<file path="config.mk">
export PLATFORM = sky130hd
export DESIGN_NAME = calc_cmd_front
export DESIGN_NICKNAME = d
export VERILOG_FILES = /design/src/rtl/calc_pkg.sv /design/src/rtl/calc_debounce.sv /design/src/rtl/calc_cmd_front.sv
export SDC_FILE = /design/constraint.sdc
export NUM_CORES = 1
export LEC_CHECK = 0
export ABC_CLOCK_PERIOD_IN_PS = 2750
export BUFFER_PORTS_ARGS = -buffer_cell sky130_fd_sc_hd__buf_2
export CORE_ASPECT_RATIO = 2
export CORE_UTILIZATION = 35
export DETAILED_ROUTE_END_ITERATION = 6
export SYNTH_ARGS = -nofsm -noshare
export SYNTH_HDL_FRONTEND = slang
export SYNTH_SLANG_ARGS = --single-unit
</file>
<file path="constraint.sdc">
create_clock -name CLK -period 2.75 [get_ports CLK]
set_input_delay 0.4125 -clock CLK [delete_from_list [all_inputs] [get_ports CLK]]
set_output_delay 0.4125 -clock CLK [all_outputs]
set_load 0.1 [all_outputs]
</file>
<file path="src/rtl/calc_pkg.sv">
// Shared constants and types for the calculator command front end.
// Control-FSM state codes, op codes and the front-end state encoding.
package calc_pkg;

    localparam logic [3:0] CS_IDLE    = 4'h0;
    localparam logic [3:0] CS_R1WRITE = 4'h1;
    localparam logic [3:0] CS_DONE    = 4'h8;

    localparam logic [1:0] OP_XOR = 2'b00;
    localparam logic [1:0] OP_AND = 2'b01;
    localparam logic [1:0] OP_SUB = 2'b10;
    localparam logic [1:0] OP_ADD = 2'b11;

    typedef enum logic [1:0] {
        S_IDLE  = 2'd0,
        S_ISSUE = 2'd1,
        S_RUN   = 2'd2,
        S_HOLD  = 2'd3
    } fe_state_e;

endpackage

</file>
<file path="src/rtl/calc_debounce.sv">
// Pushbutton conditioning: 2-flop synchronizer, stability counter and
// a registered one-cycle pulse on each rising edge of the debounced level.
module calc_debounce #(
    parameter int unsigned DB_CYCLES = 4
) (
    input  logic CLK,
    input  logic RST_n,
    input  logic btn_raw,
    output logic db,
    output logic press
);

    localparam int unsigned CW = (DB_CYCLES > 1) ? $clog2(DB_CYCLES) : 1;
    localparam logic [CW-1:0] CNT_LAST = CW'(DB_CYCLES - 1);

    logic [1:0]    sync_q, sync_d;
    logic          db_q, db_d;
    logic          press_q, press_d;
    logic [CW-1:0] cnt_q, cnt_d;

    // Level flips on the DB_CYCLES-th consecutive disagreeing cycle.
    always_comb begin
        sync_d  = {sync_q[0], btn_raw};
        db_d    = db_q;
        press_d = 1'b0;
        cnt_d   = '0;
        if (sync_q[1] != db_q) begin
            if (cnt_q == CNT_LAST) begin
                db_d    = ~db_q;
                press_d = ~db_q;
            end else begin
                cnt_d = cnt_q + CW'(1);
            end
        end
    end

    always_ff @(posedge CLK or negedge RST_n) begin
        if (!RST_n) begin
            sync_q  <= '0;
            db_q    <= 1'b0;
            press_q <= 1'b0;
            cnt_q   <= '0;
        end else begin
            sync_q  <= sync_d;
            db_q    <= db_d;
            press_q <= press_d;
            cnt_q   <= cnt_d;
        end
    end

    assign db    = db_q;
    assign press = press_q;

endmodule

</file>
<file path="src/rtl/calc_cmd_front.sv">
// Calculator command front end: debounced Go, operand snapshot, result capture.
// Optional watchdog on command completion enabled by defining CALC_TIMEOUT_EN.
module calc_cmd_front
    import calc_pkg::*;
#(
    parameter int unsigned DW        = 4,
    parameter int unsigned DB_CYCLES = 4,
    parameter int unsigned TIMEOUT   = 32
) (
    input  logic          CLK,
    input  logic          RST_n,
    input  logic          btn_go,
    input  logic [1:0]    sw_op,
    input  logic [DW-1:0] sw_a,
    input  logic [DW-1:0] sw_b,
    input  logic [3:0]    fsm_cs,
    input  logic [DW-1:0] alu_out,
    output logic          Go,
    output logic [1:0]    Op,
    output logic [DW-1:0] In1,
    output logic [DW-1:0] In2,
    output logic [DW-1:0] result,
    output logic          result_valid,
    output logic          busy,
    output logic          err
);

    fe_state_e     state_q, state_d;
    logic          go_q, go_d;
    logic          busy_q, busy_d;
    logic [1:0]    op_q, op_d;
    logic [DW-1:0] in1_q, in1_d;
    logic [DW-1:0] in2_q, in2_d;
    logic [DW-1:0] result_q, result_d;
    logic          rv_q, rv_d;
    logic          err_q, err_d;
    logic          db, press;
    logic          tmo_hit;

    calc_debounce #(.DB_CYCLES(DB_CYCLES)) u_debounce (
        .CLK     (CLK),
        .RST_n   (RST_n),
        .btn_raw (btn_go),
        .db      (db),
        .press   (press)
    );

`ifdef CALC_TIMEOUT_EN
    localparam int unsigned TW = (TIMEOUT > 1) ? $clog2(TIMEOUT) : 1;

    logic [TW-1:0] tmo_q, tmo_d;

    // Counts cycles since Go rose; cleared whenever no command is pending.
    always_comb begin
        tmo_d = '0;
        if (state_q == S_ISSUE || state_q == S_RUN) begin
            tmo_d = tmo_q + TW'(1);
        end
    end

    always_ff @(posedge CLK or negedge RST_n) begin
        if (!RST_n) tmo_q <= '0;
        else        tmo_q <= tmo_d;
    end

    assign tmo_hit = (state_q == S_ISSUE || state_q == S_RUN) &&
                     (tmo_q == TW'(TIMEOUT - 1));
`else
    assign tmo_hit = 1'b0;
`endif

    always_comb begin
        state_d  = state_q;
        go_d     = go_q;
        busy_d   = busy_q;
        op_d     = op_q;
        in1_d    = in1_q;
        in2_d    = in2_q;
        result_d = result_q;
        rv_d     = rv_q;
        err_d    = err_q;
        case (state_q)
            S_IDLE: begin
                if (press) begin
                    state_d = S_ISSUE;
                    go_d    = 1'b1;
                    busy_d  = 1'b1;
                    op_d    = sw_op;
                    in1_d   = sw_a;
                    in2_d   = sw_b;
                    rv_d    = 1'b0;
                    err_d   = 1'b0;
                end
            end
            S_ISSUE: begin
                // A DONE seen here must still drop Go so the 8->0 return cannot relaunch.
                if (fsm_cs == CS_DONE) begin
                    state_d  = S_HOLD;
                    go_d     = 1'b0;
                    result_d = alu_out;
                    rv_d     = 1'b1;
                end else if (fsm_cs == CS_R1WRITE) begin
                    state_d = S_RUN;
                    go_d    = 1'b0;
                end else if (tmo_hit) begin
                    state_d = S_HOLD;
                    go_d    = 1'b0;
                    err_d   = 1'b1;
                end
            end
            S_RUN: begin
                if (fsm_cs == CS_DONE) begin
                    state_d  = S_HOLD;
                    result_d = alu_out;
                    rv_d     = 1'b1;
                end else if (tmo_hit) begin
                    state_d = S_HOLD;
                    err_d   = 1'b1;
                end
            end
            S_HOLD: begin
                if (fsm_cs == CS_IDLE && !db) begin
                    state_d = S_IDLE;
                    busy_d  = 1'b0;
                end
            end
            default: begin
                state_d = S_IDLE;
                go_d    = 1'b0;
                busy_d  = 1'b0;
            end
        endcase
    end

    always_ff @(posedge CLK or negedge RST_n) begin
        if (!RST_n) begin
            state_q  <= S_IDLE;
            go_q     <= 1'b0;
            busy_q   <= 1'b0;
            op_q     <= '0;
            in1_q    <= '0;
            in2_q    <= '0;
            result_q <= '0;
            rv_q     <= 1'b0;
            err_q    <= 1'b0;
        end else begin
            state_q  <= state_d;
            go_q     <= go_d;
            busy_q   <= busy_d;
            op_q     <= op_d;
            in1_q    <= in1_d;
            in2_q    <= in2_d;
            result_q <= result_d;
            rv_q     <= rv_d;
            err_q    <= err_d;
        end
    end

    assign Go           = go_q;
    assign busy         = busy_q;
    assign Op           = op_q;
    assign In1          = in1_q;
    assign In2          = in2_q;
    assign result       = result_q;
    assign result_valid = rv_q;
    assign err          = err_q;

endmodule

</file>
# [Word-level counts from Yosys, hierarchy flattened]
# Cells that the tools add are included.
[totals] reg_bits=25 inputBits=21 out_inout_bits=18 word_cells=60
[op_classes] addsub=1 eq_ne=12 mux=19 n_bitwise=1 n_reduce_logical=15
[ops] op="two-way mux 2 bit" n=7
[ops] op="AND reduction 3 bit" n=3
[ops] op="two-way mux 1 bit" n=8
[ops] op="one-hot mux 2 bit (4 select lines)" n=1
[ops] op="== test 2 bit (second input constant)" n=3
[ops] op="one-hot mux 1 bit (2 select lines)" n=3
[ops] op="AND reduction 2 bit" n=3
[ops] op="nonzero test 2 bit" n=3
[ops] op="== test 4 x 1 -> 1 bit (second input constant)" n=1
[ops] op="== test 4 bit (second input constant)" n=1
[ops] op="logical NOT 4 bit" n=1
[ops] op="inequality test 2 x 1 -> 1 bit (second input constant)" n=2
[ops] op="inequality test 2 bit (second input constant)" n=2
[ops] op="AND reduction 4 bit" n=1
[ops] op="inequality test 3 bit (second input constant)" n=1
[ops] op="adder 2 x 1 -> 2 bit (second input constant)" n=1
[ops] op="== test 2 x 1 -> 1 bit (second input constant)" n=1
[ops] op="logical NOT 2 bit" n=1
[ops] op="OR reduction 2 bit" n=1
[ops] op="logical AND 1 bit" n=1
[ops] op="logical NOT 1 bit" n=1
[ops] op="inequality test 1 bit" n=1
[ops] op="NOT 1 bit" n=1

# [Logic depth before layout (Yosys ltp)]
[logic_depth] ltp_word=4 mapped_depth=6 mapped_depth_nobuf=6

# [By module]
# A second synthesis with hierarchy kept.
[unflattened] cells_unflattened=80 hier_area_um2=1122.3
[modules_own_cells] mod="calc_cmd_front" instances=1 cells_per_inst=68 area_per_inst_um2=913.4 seq_area_each_um2=475.5
[modules_own_cells] mod="calc_debounce" instances=1 cells_per_inst=12 area_per_inst_um2=209.0 seq_area_each_um2=150.1

# [Worst setup path after synthesis]
# No wires, ideal clock.
[synth_path] path_kind="register -> register" startpoint="reg state_q[1]" endpoint="reg state_q[1]" setup_ps=125 arrival_ps=1446 required_time_ps=2625 setup_slack_ps=1179 stages_incl_launch_ff=7 n_path_buf=0 period_less_slack_ps=1571 path_cell_list="dfrtp_1 > inv_1 > ha_1 > nor2_1 > a211o_1 > nand3_2 > mux2_4"
[synth_between] elab_chain_len=3 word_cells_on_any_way=10 cone_classes="eq/ne: 7; mux: 1; reduce/logical: 2"
[synth_rtl] item="from (decl)" line="calc_cmd_front.sv:28" text="fe_state_e state_q, state_d;"
[synth_rtl] item="from (signal assigned)" line="calc_cmd_front.sv:147" text="state_q <= state_d;"
[synth_rtl] item="== test 2 x 1 -> 1 bit, or another cell as far along" line="calc_cmd_front.sv:82" text="case (state_q)"
[synth_rtl] item="inequality test 3 bit (no line), or another cell as far along"
[synth_rtl] item="AND reduction 4 bit (no line)"
# Parallel ways exist; a longest one is shown, timed or not.
# A chain may end at the register's enable or synchronous reset.

# [Worst setup path in the final report]
[layout_path] startpoint="reg state_q[0]" endpoint="reg state_q[0]"
# Same word-level chain as after synthesis.

==> flow_metrics.py <==
metrics = {
    "clock_network": {
        "cts_hold_buffers": 0,
        "cts_made_buffers": 3,
        "cts_resized": 0,
        "insertion_delay_ns": 0.27,
        "clockBufferDepth": 2,
        "cts_tree": "built",
        "cts_setup_buffers": 0,
        "clk_pin_slew_ns": 0.09,
        "htree_levels": 1,
        "root_buffer": "clkbuf_8",
        "numClockSinks": 25,
    },
    "sta": {
        "period_share": 0.6613,
        "rsz0062_at_grt": "no",
        "finalClockSkew_ns": 0.006712,
        "tightest_slew_ns": 0.5446,
        "finalSetupTns_ns": 0,
        "max_freq_mhz": 549.9,
        "setup_viol": 0,
        "final_hold_viol_count": 0,
        "relSlewSlack": 0.6369,
        "period_minus_slack_ns": 1.819,
        "drv_slew": 0,
    },
    "detailed_routing": {
        "wire_per_inst_microns": 13.78,
        "routed_wl_mm": 2.164,
        "first_iter_violations": 11,
        "vias_per_cell": 5.127,
        "drc_errors": 0,
        "vias": 805,
        "antenna_left": 0,
        "firstDrtPassIters": 4,
    },
    "worst_setup_path": {
        "worst-path-max-fanout": 11,
        "r2r_cells": 6,
        "critPathLaunchType": "flop",
        "required_ns": 2.90,
        "worstSetupEndpointType": "flop",
        "crit_type": "flop to flop",
        "r2r-start": "state_q[0]$_DFFE_PN0P_",
        "rrSetupSlack_ns": 0.93,
        "arrival_ns": 1.97,
        "worst_r2r_endpoint": "state_q[0]$_DFFE_PN0P_",
    },
    "global_routing": {
        "overflow": 0,
        "grt_first_pass_wirelength_mm": 3.567,
        "grt.total_usage": 0.1350,
        "antenna_found_initial": 0,
        "grt_max_degree": 26,
        "grt_pass1_vias": 833,
    },
    "synth": {
        "synth_edf_count": 0,
        "synth_flop_cell": "dfrtp_1",
        "yosys_register_bits": 25,
        "ys_types": 29,
        "yosysWarnings": 0,
        "synth.cell_area_sq_um": 1149,
        "syn_nets": 114,
        "syn_inst": 88,
        "synthArstFlopShare": 1.000,
        "yosysSeqAreaShare": 0.5447,
        "avgSynthCellArea_sq_um": 13.05,
    },
    "floorplanning": {
        "die_area_sq_um": 3529,
        "fp.dieW_microns": 42.51,
        "ioPinCount": 39,
        "core_sq_um": 3157,
        "die_h_microns": 83.02,
        "num_rows": 29,
        "start_util": 0.3639,
    },
    "finish": {
        "syn_to_final_growth_pct": 22.33,
        "antenna_cells": 0,
        "nFillCells": 288,
        "fin_nets": 153,
        "drive_gt1_frac": 0.4841,
    },
    "placed_design": {
        "gp_congestion": 0.7570,
        "port-buffer-count": 37,
        "dpl.hpwl_mm": 1.737,
    },
    "job": {
        "drv_cap": 0,
    },
    "hold_path": {
        "min_path_type": "input pin to asynchronous set/reset pin",
    },
    "status": {
        "outcome": "complete, no violations",
    },
}
-- flip-flops by register name, summed over array words and instances, names as in the netlist, 2 cells and up --
register and count:
result 4, state_q 2, u_debounce.sync_q 2, u_debounce.cnt_q 2, In2 4, In1 4, Op 2
-- layer usage --
layer	global-route usage	share of wire	wire length [microns]
met5	0	0	0
met4	0.07955	0.034	74
met3	0.01957	0.030	65
met2	0.2364	0.57	1224
met1	0.1470	0.37	800
-- synthesized netlist by cell type (2+ instances only) --
cell | count | area share
mux2i_1 | 3 | 0.026
nor2_1 | 3 | 0.0098
nor3_1 | 3 | 0.013
nand2_1 | 3 | 0.0098
o21ai_0 | 2 | 0.0087
ha_1 | 5 | 0.054
dfrtp_1 | 25 | 0.54
a21oi_1 | 4 | 0.017
mux2_2 | 14 | 0.14
nand3_1 | 2 | 0.0087
inv_1 | 5 | 0.016
a22o_1 | 2 | 0.015
-- worst max path at each step --
stage	startpoint	to	cells past startpoint
floorplan	state_q[1]$_DFFE_PN0P_	state_q[1]$_DFFE_PN0P_	6
global placement	state_q[0]$_DFFE_PN0P_	state_q[0]$_DFFE_PN0P_	6
detailed placement	state_q[0]$_DFFE_PN0P_	state_q[0]$_DFFE_PN0P_	6
CTS	state_q[0]$_DFFE_PN0P_	state_q[0]$_DFFE_PN0P_	6
global route	state_q[0]$_DFFE_PN0P_	state_q[0]$_DFFE_PN0P_	6
finish	state_q[0]$_DFFE_PN0P_	state_q[0]$_DFFE_PN0P_	6
-- final cells by class --
class / instances / area (sq um) / share of cell area
clock inverter: 1 / 7.507 / 0.005343
timing repair buffer: 37 / 185.2 / 0.1318
clock buffer: 3 / 41.29 / 0.02939
multi-input combinational: 55 / 488.0 / 0.3473
inverter: 5 / 18.77 / 0.01336
tap: 31 / 38.79 / 0.02760
sequential: 25 / 625.6 / 0.4452
-- worst max-delay path, cell delays in order, from the launching register on --
cell     delay [ns]
dfrtp_1        0.43
inv_1          0.10
ha_1           0.29
nand2_1        0.38
o21ai_0        0.23
a31oi_1        0.21
a21oi_1        0.06
-- cells by family after synthesis --
kind of cell,share of synthesized area
buf+inv,0.03050
fa+ha+maj,0.05447
mux,0.1765
other cells,0.003265
compound gates,0.07844
xor+xnor,0.01525
flops,0.5447
simple gates,0.09695
-- layout by cell type, fill, tap and decap left out, drive strengths merged --
master | Yosys | routed
buf | 2 | 37
dfrtp | 25 | 25
mux2 | 15 | 15
inv | 5 | 5
ha | 5 | 5
a21oi | 4 | 4
nor3 | 3 | 3
nand2 | 3 | 3
nor2 | 3 | 3
mux2i | 3 | 3
clkbuf | 1 | 3
nand3 | 3 | 3
o21ai | 2 | 2
a22o | 2 | 2
xnor2 | 1 | 1
nor2b | 1 | 1
nor4b | 1 | 1
or3 | 1 | 1
o41ai | 1 | 1
nor3b | 1 | 1
a211o | 1 | 1
and3 | 1 | 1
a31oi | 1 | 1
nand2b | 1 | 1
xor2 | 1 | 1
conb | 1 | 1
clkinvlp | 0 | 1
-- stage by stage --
| stage | cells | hold slack (ns) | utilization | area [sq um] | setup WS, ns |
|---|---|---|---|---|---|
| final | 157 | 0.1187 | 0.4451 | 1405 | 0.9315 |
| after global routing | 157 | 0.1597 | 0.4451 | 1405 | 0.8021 |
| after CTS | 157 | 0.1333 | 0.4451 | 1405 | 0.9146 |
| after detailed placement | 153 | 0.3530 | 0.4296 | 1356 | 0.9282 |
| after global placement | 153 | 0.3351 | 0.4296 | 1356 | 1.018 |
| after floorplan | 88 | 0.1169 | - | 1149 | 1.179 |
Power is left out: the tool's default activity adds up to more than one toggle a clock period on the data nets, which glitch-free logic cannot reach.
